--- src/rtl/shuffled_ldpc_pkg.sv ---
// Shared types, message widths and helpers for the shuffled LDPC decoder datapath.
`default_nettype none

package shuffled_ldpc_pkg;

  localparam int VN_MSG_W = 10;
  localparam int CN_MSG_W = 6;

  typedef enum logic {
    COLLECT = 1'b0,
    EMIT    = 1'b1
  } cnu_state_t;

  // Clamp an unsigned magnitude to the largest value representable in out_mag_w bits.
  function automatic logic [31:0] sm_sat(input logic [31:0] mag, input int unsigned out_mag_w);
    logic [31:0] max_mag;
    max_mag = (32'd1 << out_mag_w) - 32'd1;
    return (mag > max_mag) ? max_mag : mag;
  endfunction

endpackage

`default_nettype wire

--- src/rtl/shuffled_cnu_serial_min_tracker.sv ---
// cnu_min_tracker: running min1/min2/idx1 over one parity row, with clear and update strobes.
`default_nettype none

module cnu_min_tracker
  import shuffled_ldpc_pkg::*;
#(
  parameter int MAG_W = 5,
  parameter int IDX_W = 2
) (
  input  logic             clk,
  input  logic             rst_n,
  input  logic             clear,
  input  logic             update,
  input  logic [MAG_W-1:0] mag,
  input  logic [IDX_W-1:0] idx,
  output logic [MAG_W-1:0] min1,
  output logic [MAG_W-1:0] min2,
  output logic [IDX_W-1:0] idx1,
  output logic [MAG_W-1:0] min1_nxt,
  output logic [MAG_W-1:0] min2_nxt,
  output logic [IDX_W-1:0] idx1_nxt
);

  // Strict compares: on a tie the earlier index keeps min1 and the newcomer lands in min2.
  always_comb begin
    min1_nxt = min1;
    min2_nxt = min2;
    idx1_nxt = idx1;
    if (mag < min1) begin
      min2_nxt = min1;
      min1_nxt = mag;
      idx1_nxt = idx;
    end else if (mag < min2) begin
      min2_nxt = mag;
    end
  end

  always_ff @(posedge clk or negedge rst_n) begin
    if (!rst_n) begin
      min1 <= '1;
      min2 <= '1;
      idx1 <= '0;
    end else if (clear) begin
      min1 <= '1;
      min2 <= '1;
      idx1 <= '0;
    end else if (update) begin
      min1 <= min1_nxt;
      min2 <= min2_nxt;
      idx1 <= idx1_nxt;
    end
  end

endmodule

`default_nettype wire

--- src/rtl/shuffled_cnu_serial.sv ---
// Serial min-sum check node unit: collects DC V2C messages, then emits DC C2V messages.
// SHUFFLED_CNU_OFFSET_EN selects offset min-sum (output magnitude reduced by one, floored at 0).
`default_nettype none

module shuffled_cnu_serial
  import shuffled_ldpc_pkg::*;
#(
  parameter int DC    = 4,
  parameter int IN_W  = VN_MSG_W,
  parameter int OUT_W = CN_MSG_W
) (
  input  logic                   clk,
  input  logic                   rst_n,
  input  logic                   i_valid,
  output logic                   o_ready,
  input  logic [IN_W-1:0]        i_data,
  output logic                   o_valid,
  input  logic                   i_ready,
  output logic [OUT_W-1:0]       o_data,
  output logic [$clog2(DC)-1:0]  o_idx,
  output logic                   o_last
);

  localparam int               IDX_W    = $clog2(DC);
  localparam int               MAG_W    = OUT_W - 1;
  localparam logic [IDX_W-1:0] LAST_IDX = IDX_W'(DC - 1);

  cnu_state_t       state, state_nxt;
  logic [IDX_W-1:0] in_cnt, out_cnt, out_cnt_inc;
  logic [DC-1:0]    signs, signs_nxt;
  logic             parity, parity_nxt;
  logic [MAG_W-1:0] in_mag, min1, min2, min1_nxt, min2_nxt;
  logic [IDX_W-1:0] idx1, idx1_nxt;
  logic             in_hs, in_done, out_hs, out_done;
  logic [OUT_W-1:0] data_q;
  logic             last_q;

  function automatic logic [OUT_W-1:0] out_msg(
    input logic [IDX_W-1:0] k,
    input logic [MAG_W-1:0] m1,
    input logic [MAG_W-1:0] m2,
    input logic [IDX_W-1:0] i1,
    input logic             par,
    input logic [DC-1:0]    sg
  );
    logic [MAG_W-1:0] mag;
    logic             sgn;
    mag = (k == i1) ? m2 : m1;
`ifdef SHUFFLED_CNU_OFFSET_EN
    mag = (mag == '0) ? '0 : mag - 1'b1;
`endif
    sgn = (mag == '0) ? 1'b0 : (par ^ sg[k]);
    return {sgn, mag};
  endfunction

  assign in_mag      = MAG_W'(sm_sat(32'(i_data[IN_W-2:0]), MAG_W));
  assign in_hs       = i_valid & o_ready;
  assign in_done     = in_hs & (in_cnt == LAST_IDX);
  assign out_hs      = o_valid & i_ready;
  assign out_done    = out_hs & (out_cnt == LAST_IDX);
  assign out_cnt_inc = out_cnt + 1'b1;
  assign parity_nxt  = parity ^ i_data[IN_W-1];

  always_comb begin
    signs_nxt         = signs;
    signs_nxt[in_cnt] = i_data[IN_W-1];
  end

  always_ff @(posedge clk or negedge rst_n) begin
    if (!rst_n) state <= COLLECT;
    else        state <= state_nxt;
  end

  always_comb begin
    state_nxt = state;
    o_ready   = 1'b0;
    o_valid   = 1'b0;
    case (state)
      COLLECT: begin
        o_ready = 1'b1;
        if (in_done) state_nxt = EMIT;
      end
      EMIT: begin
        o_valid = 1'b1;
        if (out_done) state_nxt = COLLECT;
      end
      default: state_nxt = COLLECT;
    endcase
  end

  cnu_min_tracker #(
    .MAG_W (MAG_W),
    .IDX_W (IDX_W)
  ) u_min_tracker (
    .clk      (clk),
    .rst_n    (rst_n),
    .clear    (out_done),
    .update   (in_hs),
    .mag      (in_mag),
    .idx      (in_cnt),
    .min1     (min1),
    .min2     (min2),
    .idx1     (idx1),
    .min1_nxt (min1_nxt),
    .min2_nxt (min2_nxt),
    .idx1_nxt (idx1_nxt)
  );

  // The first output is built from the tracker's next values so it is ready the cycle after the last input.
  always_ff @(posedge clk or negedge rst_n) begin
    if (!rst_n) begin
      in_cnt  <= '0;
      out_cnt <= '0;
      signs   <= '0;
      parity  <= 1'b0;
      data_q  <= '0;
      last_q  <= 1'b0;
    end else if (in_hs) begin
      signs  <= signs_nxt;
      parity <= parity_nxt;
      if (in_done) begin
        in_cnt  <= '0;
        out_cnt <= '0;
        data_q  <= out_msg('0, min1_nxt, min2_nxt, idx1_nxt, parity_nxt, signs_nxt);
        last_q  <= 1'b0;
      end else begin
        in_cnt <= in_cnt + 1'b1;
      end
    end else if (out_hs) begin
      if (out_done) begin
        in_cnt  <= '0;
        out_cnt <= '0;
        signs   <= '0;
        parity  <= 1'b0;
        data_q  <= '0;
        last_q  <= 1'b0;
      end else begin
        out_cnt <= out_cnt_inc;
        data_q  <= out_msg(out_cnt_inc, min1, min2, idx1, parity, signs);
        last_q  <= (out_cnt_inc == LAST_IDX);
      end
    end
  end

  assign o_data = data_q;
  assign o_idx  = out_cnt;
  assign o_last = last_q;

endmodule

`default_nettype wire

--- config.mk ---
export PLATFORM = sky130hd
export DESIGN_NAME = shuffled_cnu_serial
export DESIGN_NICKNAME = d
export VERILOG_FILES = /design/src/rtl/shuffled_ldpc_pkg.sv /design/src/rtl/shuffled_cnu_serial_min_tracker.sv /design/src/rtl/shuffled_cnu_serial.sv
export SDC_FILE = /design/constraint.sdc
export NUM_CORES = 1
export LEC_CHECK = 0
export BUFFER_PORTS_ARGS = -buffer_cell sky130_fd_sc_hd__buf_2
export CORE_ASPECT_RATIO = 2
export CORE_UTILIZATION = 58
export CTS_CLUSTER_DIAMETER = 50
export DETAILED_ROUTE_END_ITERATION = 16
export PLACE_DENSITY = 0.9
export SYNTH_ARGS = -nofsm -noshare
export SYNTH_HDL_FRONTEND = slang
export SYNTH_HIERARCHICAL = 1
export SYNTH_SLANG_ARGS = --single-unit
--- constraint.sdc ---
create_clock -name clk -period 3.8 [get_ports clk]
set_input_delay 0.76 -clock clk [delete_from_list [all_inputs] [get_ports clk]]
set_output_delay 0.76 -clock clk [all_outputs]
set_load 0.02 [all_outputs]
==> impl_metrics.yaml <==
worst_setup_path:
  worstPathCellList: "buf_2, nor4_1, buf_4, nand2b_1, ha_1, a21oi_1, o21ai_1, a31oi_4, mux2i_1, a21oi_1, nor4_1, a211oi_1, a221o_1"
  cp.arrival_ns: 3.59
  crit_slowest_cell: "nor4_1"
  crit_type: "in2reg"
  r2r_end: "o_data[5]"
  worst_setup_path_start_kind: "primary input"
  critical_path.max_stage_delay_ns: 0.38
  required_ns: 3.97
  r2r_cells: 10
  critPathMaxFanout: 5
  r2r-start: "u_min_tracker/min2[2]"
  end_kind: "flip-flop"
  reg2reg_slack_ns: 0.91
power_and_ir_drop:
  p_leak_nw: 1.08
  p_total_mw: 2.29
  power.density_nw_per_um2: 972
  ir_drop_mv: 0.680
global_routing:
  grt_remaining_overflow: 0
  antenna_found_initial: 0
  track_usage: 0.309
  grt_pass1_vias: 1864
  grt_first_pass_wirelength_um: 8740
  grt_max_degree: 30
sta:
  min_period_over_period: 0.900
  fin_crit_ns: 3.42
  finalSetupTns_ns: 0
  max_freq_mhz: 292
  drv_slew: 0
  skew_ns: 0.00265
  setup_viol: 0
  rsz0062_at_grt: "no"
  max_slew.worst_pin.slew_ns: 0.701
  slew_headroom: 0.532
  hold_violations: 0
hold_path:
  whs_path_depth: 1
  hold_path_class: "reg2reg"
  hold_path_end: "o_data[3]"
  min_from: "o_data[3]"
finish:
  area_growth_pct: 12.8
  layout_commonest_cell: "buf_2"
  drive_gt1_frac: 0.281
  finish.net_count: 269
  n_antenna_cell: 0
  final_cell_mix: "buf_2 (24), dfrtp_1 (19), mux2i_1 (17)"
  finalNonFillerCells: 290
synthesis:
  synth_area_leaders: "dfrtp_1 (23%), dfstp_2 (13%), ha_1 (8.4%), mux2i_1 (8.1%), mux2_2 (3.8%)"
  synth_top_family_by_area: "compound AO/OA/AOI/OAI gates"
  ys_ff_latch: 29
  async_reset_ff_frac: 1.00
  synth.largest_area_cell: "dfrtp_1"
  syn_area_um2: 2090
  synth_xor_area_frac: 0.0210
  synth-warning-count: 6
  syn-num-nets: 244
  post_synth_and_or_nand_nor_area_fraction: 0.155
  seq_area_frac_synth: 0.354
  synthDistinctLibCells: 47
  synth_fa_ha_area_frac: 0.0839
  synth_mux_area_frac: 0.130
  syn_avg_cell_area_um2: 9.67
  synth_compound_area_frac: 0.207
  synth-edff-count: 0
  yosys_most_used_dff: "dfrtp_1"
  syn_inst: 216
  yosys.area.top_type_share: 0.228
clock_network:
  cts_hold_buf: 0
  tritoncts: "done"
  htree_levels: 2
  cts.sinks: 29
  ctsLongestPathBuffers: 2
  path_clk_slew_ns: 0.06
  root_buffer: "clkbuf_8"
  cts_buffers: 5
  insertion_delay_ns: 0.28
placed_design:
  dp.cells: 282
  finalWeightedCongestion: 0.942
  port_buffers: 24
  dpl.hpwl_um: 3760
detailed_routing:
  drc_errors: 0
  viasPerCell: 6.31
  firstDrtPassIters: 4
  wl_um: 5130
  wire_per_inst_um: 17.7
  drt_iter0_drc: 94
  final_antenna_net_count: 0
  vias: 1830
floorplan:
  die_x_um: 44.4
  core_area_um2: 3420
  dieArea_um2: 3860
  initial_utilization: 0.611
  io_pins: 25
  die-height_um: 86.9
  rows: 30
outcome:
  status: "complete, no violations"
job:
  maxCapViolations: 0
## final cells by class
cell class	instances	area (um2)
Clock buffer	7	96.3
Clock inverter	1	5.00
Fill cell	263	1060
Inverter	15	57.6
Multi-Input combinational cell	163	1260
Sequential cell	29	738
Tap cell	48	60.1
Timing Repair Buffer	27	143
## kinds of logic (layout without fill, tap and decap cells)
logic type	after synthesis	count (layout)
fa+ha+maj	14	14
buf+inv	24	50
mux	25	25
compound gates	56	56
flops	29	29
simple gates	63	63
xor+xnor	5	5
## cells in the mapped netlist (7+ instances only)
master   instances
nor2_1          16
mux2i_1         17
dfstp_2         10
mux2_2           7
dfrtp_1         19
nand2_1         16
ha_1            14
nor3_1           9
a21oi_1         12
o21ai_1          8
inv_1           14
## per-layer routing
metal / track usage / share of wire
met2: 0.517 / 0.52
met1: 0.334 / 0.35
met4: 0.220 / 0.075
met3: 0.0560 / 0.053
met5: 0 / 0
## flip-flops by register name, summed over array words and instances (netlist names)
signal and count:
in_cnt 2, o_data 6, o_idx 2, o_last 1
parity 1, signs 4, state 1, u_min_tracker/idx1 2
u_min_tracker/min1 5, u_min_tracker/min2 5
## worst max-delay path by stage
stage,from,endpoint,slack [ns],cells past startpoint
floorplan,i_data[8],o_data[5],0.05,12
global placement,i_data[8],o_data[5],0.19,13
detailed placement,i_data[8],o_data[5],0.12,13
CTS,i_data[8],o_data[5],0.34,13
global route,i_data[8],o_data[5],0.03,16
finish,i_data[8],o_data[5],0.38,13
## critical path, delay by kind of cell
kind / cells / cell delay (ns)
compound gates: 6 / 1.16
simple gates: 3 / 0.77
fa+ha+maj: 1 / 0.32
mux: 1 / 0.31
buf+inv: 2 / 0.28
## repair_timing
item,CTS,global route
setup endpoints to repair,0,1
resized for setup,0,1
setup buffers,0,0
## power breakdown
group | internal (mW) | total, mW | switching, mW
Combinational | 0.589 | 1.37 | 0.782
Sequential | 0.470 | 0.637 | 0.167
Clock | 0.163 | 0.283 | 0.120
## through the flow
stage	hold slack, ns	setup slack (ns)	utilization	instance area, um2
after global placement	0.471	0.191	0.658	2250
after detailed placement	0.469	0.119	0.658	2250
after CTS	0.489	0.337	0.687	2350
after floorplan	0.461	0.0519	-	2090
final	0.485	0.379	0.690	2360
after global routing	0.503	0.0267	0.690	2360
No activity file was read; power rests on OpenSTA's default activity.
